==> src/rtl/fcims_order_ctrl.sv <==
// FCIMS order sequencer: round-robin grant over four requesters, shift-add
// price x quantity, then a checked sale/restock commit to the stock register.
module fcims_order_ctrl #(
  parameter int unsigned QW        = 4,
  parameter int unsigned PW        = 4,
  parameter int unsigned STOCK_RST = 0
) (
  input  logic             clk,
  input  logic             reset,
  input  logic             cfg_we,
  input  logic [PW-1:0]    cfg_price,
  input  logic [3:0]       req,
  input  logic [3:0]       op,
  input  logic [4*QW-1:0]  qty,
  output logic [3:0]       gnt,
  output logic             busy,
  output logic             done,
  output logic [1:0]       done_id,
  output logic [PW+QW-1:0] total,
  output logic             err,
  output logic [QW-1:0]    stock,
  output logic [PW-1:0]    price
);

  localparam int unsigned TW = PW + QW;
  localparam int unsigned CW = (QW > 1) ? $clog2(QW) : 1;

  typedef enum logic [1:0] {S_IDLE, S_MUL, S_COMMIT} state_t;

  state_t         r_state, w_next;
  logic [1:0]     r_ptr, r_win;
  logic           r_op;
  logic [QW-1:0]  r_qty;
  logic [PW-1:0]  r_psnap;
  logic [TW-1:0]  r_acc;
  logic [CW-1:0]  r_cnt;
  logic [3:0]     r_gnt;
  logic           r_done;
  logic [1:0]     r_done_id;
  logic [TW-1:0]  r_total;
  logic           r_err;
  logic [QW-1:0]  r_stock;
  logic [PW-1:0]  r_price;

  logic           w_found;
  logic [1:0]     w_win;
  logic           w_last;
  logic [TW-1:0]  w_addend;
  logic [QW:0]    w_sum;
  logic           w_ok;

  // Search starts one past the last winner, so the last winner has lowest priority.
  always_comb begin
    logic [1:0] idx;
    idx     = '0;
    w_found = 1'b0;
    w_win   = r_ptr;
    for (int unsigned k = 1; k <= 4; k++) begin
      idx = r_ptr + 2'(k);
      if (!w_found && req[idx]) begin
        w_found = 1'b1;
        w_win   = idx;
      end
    end
  end

  always_comb begin
    w_last   = (r_cnt == CW'(QW - 1));
    w_addend = r_qty[r_cnt] ? (TW'(r_psnap) << r_cnt) : '0;
    w_sum    = {1'b0, r_stock} + {1'b0, r_qty};
    w_ok     = r_op ? !w_sum[QW] : (r_qty <= r_stock);
  end

  always_comb begin
    w_next = r_state;
    case (r_state)
      S_IDLE:   if (w_found) w_next = S_MUL;
      S_MUL:    if (w_last)  w_next = S_COMMIT;
      S_COMMIT: w_next = S_IDLE;
      default:  w_next = S_IDLE;
    endcase
  end

  always_ff @(posedge clk or negedge reset) begin
    if (!reset) r_state <= S_IDLE;
    else        r_state <= w_next;
  end

  always_ff @(posedge clk or negedge reset) begin
    if (!reset) begin
      r_ptr     <= 2'd3;
      r_win     <= '0;
      r_op      <= 1'b0;
      r_qty     <= '0;
      r_psnap   <= '0;
      r_acc     <= '0;
      r_cnt     <= '0;
      r_gnt     <= '0;
      r_done    <= 1'b0;
      r_done_id <= '0;
      r_total   <= '0;
      r_err     <= 1'b0;
      r_stock   <= QW'(STOCK_RST);
      r_price   <= '0;
    end else begin
      r_gnt  <= '0;
      r_done <= 1'b0;
      if (cfg_we) r_price <= cfg_price;
      case (r_state)
        S_IDLE: begin
          if (w_found) begin
            r_gnt   <= 4'b0001 << w_win;
            r_ptr   <= w_win;
            r_win   <= w_win;
            r_op    <= op[w_win];
            r_qty   <= qty[w_win*QW +: QW];
            r_psnap <= r_price;
            r_acc   <= '0;
            r_cnt   <= '0;
          end
        end
        S_MUL: begin
          r_acc <= r_acc + w_addend;
          r_cnt <= r_cnt + CW'(1);
        end
        S_COMMIT: begin
          r_done    <= 1'b1;
          r_done_id <= r_win;
          if (w_ok) begin
            r_total <= r_acc;
            r_err   <= 1'b0;
            r_stock <= r_op ? w_sum[QW-1:0] : (r_stock - r_qty);
          end else begin
            r_total <= '0;
            r_err   <= 1'b1;
          end
        end
        default: ;
      endcase
    end
  end

  assign gnt     = r_gnt;
  assign busy    = (r_state != S_IDLE);
  assign done    = r_done;
  assign done_id = r_done_id;
  assign total   = r_total;
  assign err     = r_err;
  assign stock   = r_stock;
  assign price   = r_price;

endmodule
==> config.mk <==
export PLATFORM = sky130hd
export DESIGN_NAME = fcims_order_ctrl
export DESIGN_NICKNAME = d
export VERILOG_FILES = /design/src/rtl/fcims_order_ctrl.sv
export SDC_FILE = /design/constraint.sdc
export NUM_CORES = 1
export LEC_CHECK = 0
export ABC_AREA = 1
export BUFFER_PORTS_ARGS = -buffer_cell sky130_fd_sc_hd__buf_2
export CORE_AREA = 2 2 95 97
export DETAILED_ROUTE_END_ITERATION = 8
export DIE_AREA = 0 0 97 99
export GPL_ROUTABILITY_DRIVEN = 0
export PLACE_DENSITY = 0.53
export SYNTH_ARGS = -nofsm -noshare
export SYNTH_HDL_FRONTEND = slang
export SYNTH_SLANG_ARGS = --single-unit
==> constraint.sdc <==
create_clock -name clk -period 2.9 [get_ports clk]
set_clock_uncertainty 0.2 [all_clocks]
set_input_delay 0.145 -clock clk [delete_from_list [all_inputs] [get_ports clk]]
set_output_delay 0.145 -clock clk [all_outputs]
set_load 0.01 [all_outputs]
==> impl_metrics.env, run 1 <==
export IMPL_cts_tree="built"
export IMPL_crit_type="reg2reg"
export IMPL_drt_iter0_markers=117
export IMPL_clock_latency_ps=300
export IMPL_slew_headroom_pct=52.4
export IMPL_insertedDiodeCount=0
export IMPL_dieHeight_um=99
export IMPL_rows=34
export IMPL_synthDistinctLibCells=30
export IMPL_cts_buffer_depth=2
export IMPL_drc=0
export IMPL_leakagePower_nw=1.95
export IMPL_path_cells="a21oi_1 > o21ai_1 > nor2_1 > ha_1 > fa_1 > nand3_1 > nand3_1 > nand2_1 > nand2_1 > a21oi_1 > xor2_1 > o22ai_1"
export IMPL_fin_area_mm2=0.00366
export IMPL_maxCapViolCount=0
export IMPL_rsz0062_at_grt="no"
export IMPL_placed_cells=524
export IMPL_drv_slew=0
export IMPL_grt_pass1_wl_um=11900
export IMPL_grt_util_all_layers_pct=15.0
export IMPL_crit_fanout=11
export IMPL_critPathRequiredTime_ps=2870
export IMPL_die_area_mm2=0.00960
export IMPL_holdCritPathClass="in2reg"
export IMPL_final_core_util_pct=42.8
export IMPL_power_density_mw_per_mm2=1140
export IMPL_ys_flop_type="dfrtp_1"
export IMPL_fin_cells=555
export IMPL_hold_worst_slack_ps=11.3
export IMPL_yosysTopAreaCell="dfrtp_1"
export IMPL_syn_cell_area_mm2=0.00293
export IMPL_cp_start_kind="register"
export IMPL_dpl_hpwl_um=4850
export IMPL_core_area_mm2=0.00855
export IMPL_fin_nets=496
export IMPL_p_total_mw=4.16
export IMPL_grt_pass1_vias=2645
export IMPL_p_clk_share_pct=12.4
export IMPL_worstPathArrival_ps=2590
export IMPL_wirelength_um=6640
export IMPL_antenna_left=0
export IMPL_worst_setup_path_end_kind="register"
export IMPL_synthesis_nets=415
export IMPL_synth_area_leaders="dfrtp_1 40%, nand2_1 12%, ha_1 6.8%"
export IMPL_slowest_stage="dfrtp_1"
export IMPL_wl_per_cell_um=12.0
export IMPL_status="completed"
export IMPL_period_share_pct=90.6
export IMPL_clock_sinks=49
export IMPL_grt_max_degree=33
export IMPL_vias=2547
export IMPL_yosysTopAreaCellShare_pct=40.2
export IMPL_routed_via_density=4.59
export IMPL_cts_root_buf="clkbuf_8"
export IMPL_ys_warn_count=0
export IMPL_syn_avg_cell_area_um2=8.02
export IMPL_post_cts_buffers=0
export IMPL_fin_tns_setup_ps=0
export IMPL_synthTopCellsByCount="94 x nand2_1, 47 x dfrtp_1, 41 x inv_1"
export IMPL_port_buffers=55
export IMPL_ys_ff_latch=49
export IMPL_async_flop_share_pct=100
export IMPL_slowest_delay_ps=570
export IMPL_critPathBufInv=0
export IMPL_fp_dieW_um=97
export IMPL_path_clk_slew_ps=100
export IMPL_yosysMostFrequentCell="nand2_1"
export IMPL_max_freq_ghz=0.380
export IMPL_pre_cts_ws_ps=275
export IMPL_switchingPower_mw=1.96
export IMPL_syn_instance_count=365
export IMPL_fillers=856
export IMPL_ctsHtreeMaxLevel=2
export IMPL_antenna_found_initial=0
export IMPL_final_layout_size_suffix_gt1_share_pct=21.3
export IMPL_fin_crit_ps=2630
export IMPL_place_area_mm2=0.00332
export IMPL_ios=56
export IMPL_synth_edff_count=0
export IMPL_start_util_pct=34.2
export IMPL_vdd_drop_max_uv=373
export IMPL_combinationalPowerShare_pct=58.3
export IMPL_cts_buffers=5
export IMPL_internal_power_mw=2.20
export IMPL_first_pass_iters=4
export IMPL_tightest_slew_ps=714
export IMPL_final_setup_worst_slack_ps=272
export IMPL_path_delay_family="adder cells"
export IMPL_swShare_pct=47.2
export IMPL_seqPwrFrac_pct=29.3
export IMPL_synth_sequential_area_ratio_pct=42.0
export IMPL_syn_to_final_growth_pct=25.2
export IMPL_final_hold_violation_count=0
export IMPL_setup_viol=0
export IMPL_grt_overflow_total=0
## final cells by class
type                            count  area (um^2)  share of cell area, %
Multi-Input combinational cell    263         1470                   40.1
Tap cell                          108          135                   3.69
Sequential cell                    49         1230                   33.5
Inverter                           46          185                   5.05
Clock buffer                        7         86.3                   2.36
Timing Repair Buffer               81          528                   14.4
Clock inverter                      1         30.0                  0.820
## power groups by stage
stage	clock network, mW	logic (mW)	registers [mW]
global placement	0	2.30	1.23
floorplan	0	1.82	1.19
CTS	0.529	2.44	1.22
detailed placement	0	2.31	1.24
finish	0.516	2.43	1.22
global route	0.563	2.81	1.27
## path summary, 6_finish.rpt
kind | cells past startpoint | from | end | slack, ps
max | 12 | r_cnt[0] | r_acc[6] | 270
min | 5 | qty[6] | r_qty[2] | 10
max reg2reg | 12 | r_cnt[0] | r_acc[6] | 270
min reg2reg | 2 | total[6] | total[6] | 290
max in group asynchronous | 3 | reset | r_ptr[1] | 1580
min in group asynchronous | 2 | reset | stock[0] | 240
## kinds of logic after synthesis
kind of cell | Yosys count | share of synthesized area, %
multiplexers | 5 | 1.71
flip-flops | 49 | 42.0
buffers and inverters | 53 | 7.78
adder cells (fa/ha/maj) | 19 | 8.89
AO/OA/AOI/OAI | 60 | 10.7
AND/OR/NAND/NOR | 173 | 27.1
XOR/XNOR | 6 | 1.80
## metal layers
| metal | wire length, um | vias to the layer above | global-route usage (%) |
|---|---|---|---|
| met1 | 3300 | 1165 | 20.3 |
| met3 | 170 | 2 | 2.70 |
| li1 | - | 1348 | - |
| met4 | 35 | 0 | 3.25 |
| met2 | 3140 | 32 | 25.2 |
| met5 | 0 | - | 0 |
## worst min-delay path, stage by stage
cell and delay (ps):
buf_2 70, nand3_1 60, nand2_1 70, nand3_1 60, nand3_1 80
## layout by cell type (no fill, tap or decap), drive strengths merged, types with 3 or more instances in the layout
| master | n |
|---|---|
| nand2 | 111 |
| fa | 3 |
| xor2 | 5 |
| inv | 45 |
| mux2i | 5 |
| o22ai | 6 |
| ha | 16 |
| nor2 | 24 |
| dlygate4sd3 | 23 |
| clkbuf | 7 |
| nand3 | 34 |
| a21oi | 14 |
| buf | 58 |
| dfrtp | 47 |
| o21ai | 38 |
## flip-flops by register name, indices dropped and copies added (netlist names), 4 cells and up
register / count
r_acc: 8
total: 8
gnt: 4
price: 4
r_psnap: 4
r_qty: 4
stock: 4
## repair_timing
| item | in CTS | in global routing |
|---|---|---|
| setup endpoints to repair | 0 | 2 |
| endpoints found under the hold margin | 39 | 0 |
| hold buffers | 23 | 0 |
| gates resized for setup | 0 | 1 |
No activity file was read; power rests on OpenSTA's default activity.
==> run 2: changes to the inputs <==
Settings changed: CORE_AREA 2 2 95 97 to 2 2 73 110, DIE_AREA 0 0 97 99 to 0 0 75 112, PLACE_DENSITY 0.53 to 0.59.
==> impl_metrics.env, run 2 (same netlist as run 1, synthesis figures left out) <==
export IMPL_fin_nets=495
export IMPL_port_buffers=55
export IMPL_slowest_stage="dfstp_2"
export IMPL_rows=39
export IMPL_fin_tns_setup_ps=0
export IMPL_period_share_pct=90.4
export IMPL_cts_buffers=5
export IMPL_vias=2596
export IMPL_critPathRequiredTime_ps=2870
export IMPL_cp_start_kind="register"
export IMPL_path_cells="inv_8 > nand2_1 > nand2_1 > nand2_1 > nand2_2 > nand2_2 > nand2_2 > nand2_2 > nand2_4 > nand2_1 > nand2_1 > dlygate4sd3_1 > nand2_1 > nand3_1"
export IMPL_first_pass_iters=4
export IMPL_slew_headroom_pct=64.7
export IMPL_post_cts_buffers=0
export IMPL_cts_tree="built"
export IMPL_status="completed"
export IMPL_grt_max_degree=34
export IMPL_insertedDiodeCount=0
export IMPL_final_hold_violation_count=0
export IMPL_maxCapViolCount=0
export IMPL_wl_met3_um=182
export IMPL_cts_root_buf="clkbuf_16"
export IMPL_core_area_mm2=0.00747
export IMPL_power_density_mw_per_mm2=1190
export IMPL_drc=0
export IMPL_start_util_pct=39.2
export IMPL_crit_fanout=10
export IMPL_wl_met2_um=3810
export IMPL_grt_overflow_total=0
export IMPL_fin_crit_ps=2620
export IMPL_critPathBufInv=2
export IMPL_max_freq_ghz=0.382
export IMPL_clock_latency_ps=290
export IMPL_worstPathArrival_ps=2600
export IMPL_clock_sinks=49
export IMPL_leakagePower_nw=1.98
export IMPL_layout_commonest_cell="nand2_1"
export IMPL_ios=56
export IMPL_dieHeight_um=112
export IMPL_cts_buffer_depth=2
export IMPL_final_core_util_pct=49.9
export IMPL_p_total_mw=4.44
export IMPL_vdd_drop_max_uv=745
export IMPL_drt_iter0_markers=137
export IMPL_place_area_mm2=0.00330
export IMPL_syn_to_final_growth_pct=27.3
export IMPL_critPathMostFrequentCell="nand2_1"
export IMPL_rsz0062_at_grt="no"
export IMPL_grt_util_all_layers_pct=18.4
export IMPL_die_area_mm2=0.00840
export IMPL_top_layer="met4"
export IMPL_dpl_hpwl_um=5210
export IMPL_wl_per_cell_um=12.8
export IMPL_holdCritPathClass="in2reg"
export IMPL_antenna_left=0
export IMPL_wirelength_met1_um=2890
export IMPL_final_cell_mix="94 x nand2_1, 55 x buf_2, 47 x dfrtp_1"
export IMPL_grt_pass1_vias=2626
export IMPL_slowest_delay_ps=700
export IMPL_wirelength_um=7020
export IMPL_grt_pass1_wl_um=12100
export IMPL_setup_viol=0
export IMPL_drv_slew=0
export IMPL_path_clk_slew_ps=70
export IMPL_antenna_found_initial=0
export IMPL_fp_dieW_um=75
export IMPL_fin_area_mm2=0.00373
export IMPL_tightest_slew_ps=527
export IMPL_path_delay_family="simple AND/OR/NAND/NOR gates"
export IMPL_routed_via_density=4.74
export IMPL_worst_setup_path_end_kind="register"
export IMPL_ctsHtreeMaxLevel=2
export IMPL_crit_type="reg2reg"
export IMPL_final_layout_size_suffix_gt1_share_pct=21.3
## run 2: cell count changes in the layout (fill, tap and decap cells not counted), sizes merged
cell | before | now
clkbuf | 7 | 5
buf | 58 | 57
bufinv | 1 | 2
inv | 45 | 46
## run 2: report_power, final
part	switching (mW)	total [mW]	internal [mW]	leakage [nW]
Combinational	1.52	2.46	0.940	1.27
Sequential	0.252	1.23	0.974	0.620
Clock	0.259	0.756	0.497	0.0944
Total	2.03	4.44	2.41	1.98
## run 2: metal layers
layer  up-vias  track usage [%]
li1       1340                -
met1      1199             22.1
met2        47             32.9
met3        10             2.26
met4         0             6.07
met5         -                0
## run 2: stage by stage
step | setup WS, ps | cells | hold slack [ps]
6_report | 279 | 548 | 21.8
5_1_grt | 54.6 | 548 | 53.6
4_1_cts | 262 | 548 | 23.3
3_5_place_dp | 337 | 517 | -114
3_3_place_gp | 405 | 517 | -116
2_1_floorplan | 420 | 365 | -351
## run 2: layout make-up
cell class	instances	area (um^2)
Sequential cell	49	1230
Timing Repair Buffer	80	520
Clock buffer	5	125
Tap cell	102	128
Multi-Input combinational cell	263	1470
Fill cell	755	3740
Clock inverter	3	68.8
Inverter	46	185
## run 2: timing repair
action	4_1_cts	5_1_grt
hold buffers	23	0
endpoints found under the setup margin	0	1
resized for setup	0	1
endpoints found under the hold margin	25	0
## run 2: worst min-delay path, stage by stage
cell,delay [ps]
buf_2,80
nand3_1,60
nand2_1,60
nand3_1,60
nand3_1,80
## run 2: worst paths after layout
path,from,endpoint,cells after the start,slack (ps)
max,r_ptr[0],r_qty[1],14,280
min,qty[0],r_qty[0],5,20
max reg2reg,r_ptr[0],r_qty[1],14,280
min reg2reg,total[0],total[0],2,280
max in group asynchronous,reset,r_ptr[0],3,1620
min in group asynchronous,reset,stock[0],2,110
==> run 3: changes to the inputs <==
Settings changed: CORE_AREA 2 2 73 110 to 2 2 78 117, DIE_AREA 0 0 75 112 to 0 0 80 119, PLACE_DENSITY 0.59 to 0.53.
==> impl_metrics.env, run 3 (same netlist as run 1, synthesis figures left out) <==
export IMPL_status="completed"
export IMPL_final_core_util_pct=42.9
export IMPL_switchingPower_mw=2.06
export IMPL_wl_per_cell_um=13.0
export IMPL_ctsHtreeMaxLevel=2
export IMPL_final_cell_mix="94 x nand2_1, 55 x buf_2, 47 x dfrtp_1"
export IMPL_crit_fanout=10
export IMPL_crit_path_start="r_ptr[0]"
export IMPL_cts_resized=0
export IMPL_core_area_mm2=0.00862
export IMPL_cts_tree="built"
export IMPL_grt_pass1_wl_um=12400
export IMPL_cts_buffers=5
export IMPL_p_clk_share_pct=13.9
export IMPL_antenna_found_initial=0
export IMPL_period_share_pct=90.8
export IMPL_final_hold_violation_count=0
export IMPL_dieHeight_um=119
export IMPL_ios=56
export IMPL_fin_area_mm2=0.00369
export IMPL_start_util_pct=34.0
export IMPL_final_layout_size_suffix_gt1_share_pct=21.3
export IMPL_post_cts_buffers=0
export IMPL_grt_util_all_layers_pct=16.6
export IMPL_slew_headroom_pct=60.6
export IMPL_grt_overflow_total=0
export IMPL_drc=0
export IMPL_p_total_mw=4.30
export IMPL_combinationalPowerShare_pct=57.5
export IMPL_vias=2646
export IMPL_seqPwrFrac_pct=28.6
export IMPL_insertedDiodeCount=0
export IMPL_clock_sinks=49
export IMPL_maxCapViolCount=0
export IMPL_swShare_pct=47.9
export IMPL_fin_nets=495
export IMPL_hold_worst_slack_ps=30.7
export IMPL_grt_pass1_vias=2784
export IMPL_power_density_mw_per_mm2=1170
export IMPL_die_area_mm2=0.00952
export IMPL_cp_start_kind="register"
export IMPL_dpl_hpwl_um=5460
export IMPL_holdCritPathClass="in2reg"
export IMPL_r2r_start="r_ptr[0]"
export IMPL_place_area_mm2=0.00331
export IMPL_leakagePower_nw=1.95
export IMPL_antenna_left=0
export IMPL_internal_power_mw=2.24
export IMPL_clock_latency_ps=300
export IMPL_drt_iter0_markers=122
export IMPL_rsz0062_at_grt="no"
export IMPL_drv_slew=0
export IMPL_port_buffers=55
export IMPL_cts_root_buf="clkbuf_16"
export IMPL_worst_setup_path_end_kind="register"
export IMPL_path_clk_slew_ps=70
export IMPL_vdd_drop_max_uv=635
export IMPL_grt_max_degree=26
export IMPL_critPathRequiredTime_ps=2880
export IMPL_routed_via_density=4.76
export IMPL_worstPathArrival_ps=2610
export IMPL_fin_crit_ps=2630
export IMPL_tightest_slew_ps=591
export IMPL_fp_dieW_um=80
export IMPL_rows=42
export IMPL_cts_buffer_depth=2
export IMPL_fin_tns_setup_ps=0
export IMPL_crit_type="reg2reg"
export IMPL_wirelength_um=7250
export IMPL_hold_buffers=23
export IMPL_layout_commonest_cell="nand2_1"
export IMPL_first_pass_iters=4
export IMPL_setup_viol=0
export IMPL_max_freq_ghz=0.380
export IMPL_syn_to_final_growth_pct=26.2
export IMPL_min_from="qty[3]"
run 3: stage by stage:
| stage | instances | worst slack [ps] |
|---|---|---|
| final | 556 | 268 |
| after floorplan | 365 | 420 |
| after global placement | 525 | 364 |
| after detailed placement | 525 | 312 |
| after global routing | 556 | 1.45 |
| after CTS | 556 | 229 |
run 3: path summary, 6_finish.rpt:
path                            endpoint  slack, ps  cells past startpoint
worst max-delay path            r_qty[0]        270                     14
worst min-delay path            r_qty[3]         30                      5
worst max register to register  r_qty[0]        270                     14
worst min register to register  total[1]        290                      2
max in group asynchronous       r_ptr[0]       1520                      3
min in group asynchronous       stock[3]        190                      2
run 3: area by class of cell:
cell class	count	area, um^2
Tap cell	110	138
Timing Repair Buffer	80	520
Fill cell	894	4920
Clock buffer	5	125
Clock inverter	3	26.3
Sequential cell	49	1230
Multi-Input combinational cell	263	1470
Inverter	46	185
run 3: metal layers:
| layer | vias up | GRT usage, % | share of wire [%] |
|---|---|---|---|
| met5 | - | 0 | 0 |
| met4 | 0 | 5.72 | 1.9 |
| met3 | 11 | 3.64 | 3.1 |
| met2 | 48 | 31.1 | 54 |
| met1 | 1248 | 17.8 | 41 |
| li1 | 1339 | - | - |
run 3: critical path, stage by stage (launching register included):
cell           delay [ps]
dfstp_2               700
inv_8                  90
nand2_1                70
nand2_1                90
nand2_1                90
nand2_2                70
nand2_2               100
nand2_2                90
nand2_2               140
nand2_4                90
nand2_1                60
nand2_1                50
dlygate4sd3_1         550
nand2_1                70
nand3_1                60
run 3: power by group through the flow:
stage	logic (mW)	clock network, mW	registers, mW
2_1_floorplan	1.82	0	1.19
3_3_place_gp	2.34	0	1.24
3_5_place_dp	2.38	0	1.24
4_1_cts	2.51	0.624	1.23
5_1_grt	2.84	0.651	1.27
6_report	2.48	0.596	1.23
